==> src/rtl/fetch_stage_param.sv <==
`default_nettype none
// ============================================================================
// Module   : fetch_stage_param
// Purpose  : Instruction-fetch stage. Holds the PC, forms PC+PC_INC, redirects
//            to a branch target and registers the fetched instruction into the
//            IF/ID pipeline register. IF/ID supports stall, flush, a valid bit,
//            decoded field slices and a saturating count of valid captures.
// Ports    : clk_i            clock, rising edge
//            reset_i          synchronous reset, active low
//            pc_enable_i      PC may advance (0 = PC stall)
//            ifid_enable_i    IF/ID may capture (0 = IF/ID stall)
//            branch_taken_i   redirect PC to branch_target_i
//            branch_target_i  branch target address
//            flush_i          squash IF/ID to NOP
//            imem_data_i      instruction read combinationally at imem_addr_o
//            imem_addr_o      instruction memory address (= pc_o)
//            pc_o / next_pc_o current PC / PC + PC_INC
//            id_*_o           IF/ID instruction, next PC, valid and fields
//            fetch_count_o    number of valid instructions captured
// Revision : 1.0 - initial release
// ============================================================================
module fetch_stage_param #(
  parameter int unsigned ADDR_W     = 32,
  parameter int unsigned DATA_W     = 32,
  parameter int unsigned PC_INC     = 4,
  parameter int unsigned RESET_PC   = 0,
  parameter int unsigned DELAY_SLOT = 1,
  parameter int unsigned CNT_W      = 16
) (
  input  logic              clk_i,
  input  logic              reset_i,
  input  logic              pc_enable_i,
  input  logic              ifid_enable_i,
  input  logic              branch_taken_i,
  input  logic [ADDR_W-1:0] branch_target_i,
  input  logic              flush_i,
  input  logic [DATA_W-1:0] imem_data_i,
  output logic [ADDR_W-1:0] imem_addr_o,
  output logic [ADDR_W-1:0] pc_o,
  output logic [ADDR_W-1:0] next_pc_o,
  output logic [DATA_W-1:0] id_instr_o,
  output logic [ADDR_W-1:0] id_next_pc_o,
  output logic              id_valid_o,
  output logic [3:0]        id_cond_o,
  output logic [3:0]        id_rn_o,
  output logic [3:0]        id_rd_o,
  output logic [3:0]        id_rm_o,
  output logic [11:0]       id_imm12_o,
  output logic [23:0]       id_imm24_o,
  output logic [CNT_W-1:0]  fetch_count_o
);

  localparam logic [ADDR_W-1:0] c_reset_pc = ADDR_W'(RESET_PC);
  localparam logic [ADDR_W-1:0] c_pc_inc   = ADDR_W'(PC_INC);
  localparam logic              c_squash_on_branch = (DELAY_SLOT == 0);

  logic [ADDR_W-1:0] pc_q,         pc_d;
  logic [DATA_W-1:0] id_instr_q,   id_instr_d;
  logic [ADDR_W-1:0] id_next_pc_q, id_next_pc_d;
  logic              id_valid_q,   id_valid_d;
  logic [CNT_W-1:0]  cnt_q,        cnt_d;

  logic [ADDR_W-1:0] w_next_pc;
  logic              w_squash;
  logic              w_capture;

  // Sum is truncated to ADDR_W, so the PC wraps silently at the top.
  assign w_next_pc = pc_q + c_pc_inc;

  // Without a delay slot the instruction fetched alongside a taken branch is
  // on the wrong path and must not reach decode.
  assign w_squash  = flush_i | (branch_taken_i & c_squash_on_branch);
  assign w_capture = ~w_squash & ifid_enable_i;

  always_comb begin
    pc_d         = pc_q;
    id_instr_d   = id_instr_q;
    id_next_pc_d = id_next_pc_q;
    id_valid_d   = id_valid_q;
    cnt_d        = cnt_q;

    // A resolved branch is honoured even while the PC is stalled.
    if (branch_taken_i) begin
      pc_d = branch_target_i;
    end else if (pc_enable_i) begin
      pc_d = w_next_pc;
    end

    if (w_squash) begin
      id_instr_d   = '0;
      id_next_pc_d = '0;
      id_valid_d   = 1'b0;
    end else if (ifid_enable_i) begin
      id_instr_d   = imem_data_i;
      id_next_pc_d = w_next_pc;
      id_valid_d   = 1'b1;
    end

    // Re-captures during a PC stall count too; the counter sticks at all-ones.
    if (w_capture && !(&cnt_q)) begin
      cnt_d = cnt_q + 1'b1;
    end
  end

  always_ff @(posedge clk_i) begin
    if (!reset_i) begin
      pc_q         <= c_reset_pc;
      id_instr_q   <= '0;
      id_next_pc_q <= '0;
      id_valid_q   <= 1'b0;
      cnt_q        <= '0;
    end else begin
      pc_q         <= pc_d;
      id_instr_q   <= id_instr_d;
      id_next_pc_q <= id_next_pc_d;
      id_valid_q   <= id_valid_d;
      cnt_q        <= cnt_d;
    end
  end

  assign imem_addr_o   = pc_q;
  assign pc_o          = pc_q;
  assign next_pc_o     = w_next_pc;
  assign id_instr_o    = id_instr_q;
  assign id_next_pc_o  = id_next_pc_q;
  assign id_valid_o    = id_valid_q;
  assign fetch_count_o = cnt_q;

  assign id_cond_o  = id_instr_q[31:28];
  assign id_rn_o    = id_instr_q[19:16];
  assign id_rd_o    = id_instr_q[15:12];
  assign id_rm_o    = id_instr_q[3:0];
  assign id_imm12_o = id_instr_q[11:0];
  assign id_imm24_o = id_instr_q[23:0];

endmodule
`default_nettype wire

==> config.mk <==
export PLATFORM = sky130hd
export DESIGN_NAME = fetch_stage_param
export DESIGN_NICKNAME = d
export VERILOG_FILES = /design/src/rtl/fetch_stage_param.sv
export SDC_FILE = /design/constraint.sdc
export NUM_CORES = 1
export LEC_CHECK = 0
export ABC_AREA = 0
export BUFFER_PORTS_ARGS = -buffer_cell sky130_fd_sc_hd__buf_2
export CAP_MARGIN = 20
export CORE_ASPECT_RATIO = 0.5
export CORE_MARGIN = 3
export CORE_UTILIZATION = 47
export CTS_CLUSTER_SIZE = 14
export DETAILED_ROUTE_END_ITERATION = 6
export GPL_ROUTABILITY_DRIVEN = 0
export PLACE_DENSITY = 0.81
export SETUP_SLACK_MARGIN = 0.5
export SKIP_CTS_REPAIR_TIMING = 1
export SLEW_MARGIN = 20
export SYNTH_ARGS = -nofsm -noshare
export SYNTH_HDL_FRONTEND = slang
export SYNTH_SLANG_ARGS = --single-unit
==> constraint.sdc <==
create_clock -name clk_i -period 2.44 [get_ports clk_i]
set_input_delay 0.122 -clock clk_i [delete_from_list [all_inputs] [get_ports clk_i]]
set_output_delay 0.122 -clock clk_i [all_outputs]
set_load 0.05 [all_outputs]
==> impl_metrics.csv <==
group,metric,value,unit
synth,ys_types,49,
critical_path,crit_family,"simple AND/OR/NAND/NOR gates",
sta,worst_slack,-0.143,ns
critical_path,crit_type,"flip-flop to primary output",
route,ant_nets,0,
global_routing,antenna_found_initial,1,
synth,synth_edf_count,0,
route,dr.pass1.iters,7,
cts,cts_root_buf,"clkbuf_16",
cts,clock-sinks,113,
synth,yosysWarnings,0,
sta,setup_viol_count_final,8,
floorplanning,pin_count,299,
critical_path,critPathRequiredTime,2.32,ns
final_layout,drive_above_1_share,0.486,
global_routing,grt_max_degree,53,
route,via_per_inst,5.93,
global_routing,grt_pass1_wl,30300,um
synth,ys_seq_area_frac,0.366,
power_and_ir_drop,leakagePower,4.44,nW
final_layout,final_nets,1097,
critical_path,crit_fanout,8,
placement,place_ws,0.210,ns
min_path,hp-class,"primary input to flip-flop",
global_routing,grt_pass1_vias,5814,
placement,portBuffers,298,
global_routing,grtUsageTotal,0.261,
critical_path,cpPeakStageDelay,0.68,ns
floorplanning,fp.dieW,168,um
synth,synthMuxAreaShare,0.0696,
sta,relSlewSlack,0.483,
route,wire_per_inst,20.3,um
sta,slew_violations,0,
final_layout,utilization,0.764,
route,vias,7137,
final_layout,syn_to_final_growth,52.4,%
critical_path,startpoint,"imem_addr_o[21]",
cts,htree_num_levels,4,
synth,synth_xor_xnor_area_share,0.0383,
floorplanning,row_count,28,
sta,worstMarginPinSlew,0.773,ns
cts,cts_tree,"done",
synth,synthAdderAreaFrac,0.00405,
sta,fmaxAchievable,387,MHz
outcome,violations,"DRC, hold timing, setup timing",
synth,synth_area_leaders,"dfxtp_1 (37%), buf_4 (11%), mux2i_1 (7.0%)",
critical_path,cp_slowest_cell,"or4_4",
sta,finalCritPeriodShare,1.06,
route,drc_errors,1,
synth,syn_area_per_cell,8.34,um2
final_layout,layout_commonest_cell,"buf_2",
cts,insertion_delay,0.42,ns
critical_path,cp.depth,5,
critical_path,endpoint,"next_pc_o[26]",
sta,hold-worst-slack,-0.0499,ns
cts,cts_buffer_depth,2,
critical_path,worst_r2r_startpoint,"imem_addr_o[21]",
final_layout,final_cell_mix,"buf_2 (273), dfxtp_1 (82), nor2_1 (74), buf_4 (54), o21ai_0 (45)",
placement,hpwl,15100,um
critical_path,worstSetupEndpointType,"primary output",
sta,skew,0.00693,ns
power_and_ir_drop,vdd_drop_max,0.392,mV
route,drtIter0Drc,823,
synth,synth-async-reset-ratio,0,
synth,ys_ff_latch,113,
sta,finalHoldViolCount,2,
placement,placed_area,7630,um2
floorplanning,core-area,12300,um2
synth,synth_compound_area_frac,0.143,
floorplanning,die_h,87.1,um
power_and_ir_drop,power,5.95,mW
power_and_ir_drop,power_density,631,nW/um2
route,wirelength,24500,um
sta,fin_tns_setup,-0.782,ns
synth,synth_simple_gate_area_frac,0.230,
global_routing,gr-total-overflow,0,
critical_path,cp_num_buf_inv,1,
critical_path,r2r-end,"imem_addr_o[28]",
synth,synth_flop_cell,"dfxtp_1",
floorplanning,dieArea,14600,um2
critical_path,crit_chain,"nand4_1 > or4_4 > or4_4 > nand2_4 > buf_8",
floorplanning,initial_core_util,0.501,
synth,yosysTopAreaCell,"dfxtp_1",
cts,cts_buffers,17,
critical_path,arrival,2.46,ns
sta,rsz0062_at_grt,"yes",
final_layout,fillerInstances,777,
synth,netlist_area,6180,um2
final_layout,fin_area,9420,um2
synth,syn-instance-count,741,
synth,yosysTopAreaCellShare,0.366,
sta,period_needed,2.58,ns
synth,synth_top_family_by_area,"simple AND/OR/NAND/NOR gates",
critical_path,r2r_setup_slack,0.11,ns
synth,synth_nets,813,
critical_path,crit_top_cell,"or4_4",
critical_path,rr_worst_depth,6,
min_path,holdPathStages,3,
run,cap_violations,0,
critical_path,start_kind,"flip-flop",
cts,clk_pin_slew,0.06,ns
outcome,status,"complete, but fails checks",
final_layout,fin_cells,1204,
placement,place_inst,1086,
## worst register-to-register path: stages (launching register included)
cell and delay (ns):
dfxtp_4 0.37, nand4_1 0.28, buf_4 0.25, or4_4 0.55, buf_6 0.17, or4_4 0.47, a31oi_1 0.18
## logic make-up after synthesis
logic type	count (synthesis)
DFF	113
and+or+nand+nor	268
xor gates and xnor gates	27
buffers and inverters	147
AOI/OAI and AO/OA	141
adders and majority gates	2
muxes	43
## layout make-up
class | instances | area [um2] | area share
Antenna cell | 1 | 2.50 | 0.000266
Clock buffer | 17 | 425 | 0.0451
Clock inverter | 15 | 153 | 0.0162
Inverter | 12 | 45.0 | 0.00478
Multi-Input combinational cell | 482 | 3650 | 0.387
Sequential cell | 113 | 2360 | 0.251
Tap cell | 165 | 206 | 0.0219
Timing Repair Buffer | 399 | 2580 | 0.274
## where the power goes
| group | switching, mW | internal (mW) | leakage (nW) | total [mW] |
|---|---|---|---|---|
| combinational | 1.01 | 0.441 | 3.21 | 1.45 |
| clock | 1.02 | 1.43 | 0.287 | 2.45 |
| sequential | 0.129 | 1.92 | 0.942 | 2.05 |
| total | 2.16 | 3.79 | 4.44 | 5.95 |
## Yosys cell counts (19+ instances only)
| master | count |
|---|---|
| dfxtp_1 | 113 |
| buf_4 | 90 |
| nor2_1 | 74 |
| o21ai_0 | 50 |
| nand2_1 | 49 |
| mux2i_1 | 43 |
| clkbuf_1 | 34 |
| a31oi_1 | 22 |
| a21oi_1 | 21 |
| nand3_1 | 21 |
| or3_1 | 20 |
| xnor2_1 | 19 |
## per-layer routing
layer / track usage / wire, um / vias to the layer above
met3: 0.0888 / 2430 / 116
met2: 0.447 / 12000 / 511
met4: 0.0973 / 1010 / 0
li1: - / - / 3166
met5: 0 / 0 / -
met1: 0.308 / 9050 / 3344
## registers in the layout, summed over array words and instances (netlist names)
signal / flops
fetch_count_o: 16
id_instr_o: 32
id_valid_o: 1
imem_addr_o: 32
id_next_pc_o: 32
## how the worst min path moves through the flow
| stage | startpoint | end |
|---|---|---|
| floorplan | branch_target_i[2] | imem_addr_o[2] |
| global placement | branch_target_i[5] | imem_addr_o[5] |
| detailed placement | imem_data_i[12] | id_instr_o[12] |
| CTS | branch_target_i[2] | imem_addr_o[2] |
| global route | branch_target_i[4] | imem_addr_o[4] |
| finish | branch_target_i[1] | imem_addr_o[1] |
No activity file was read; power rests on OpenSTA's default activity.
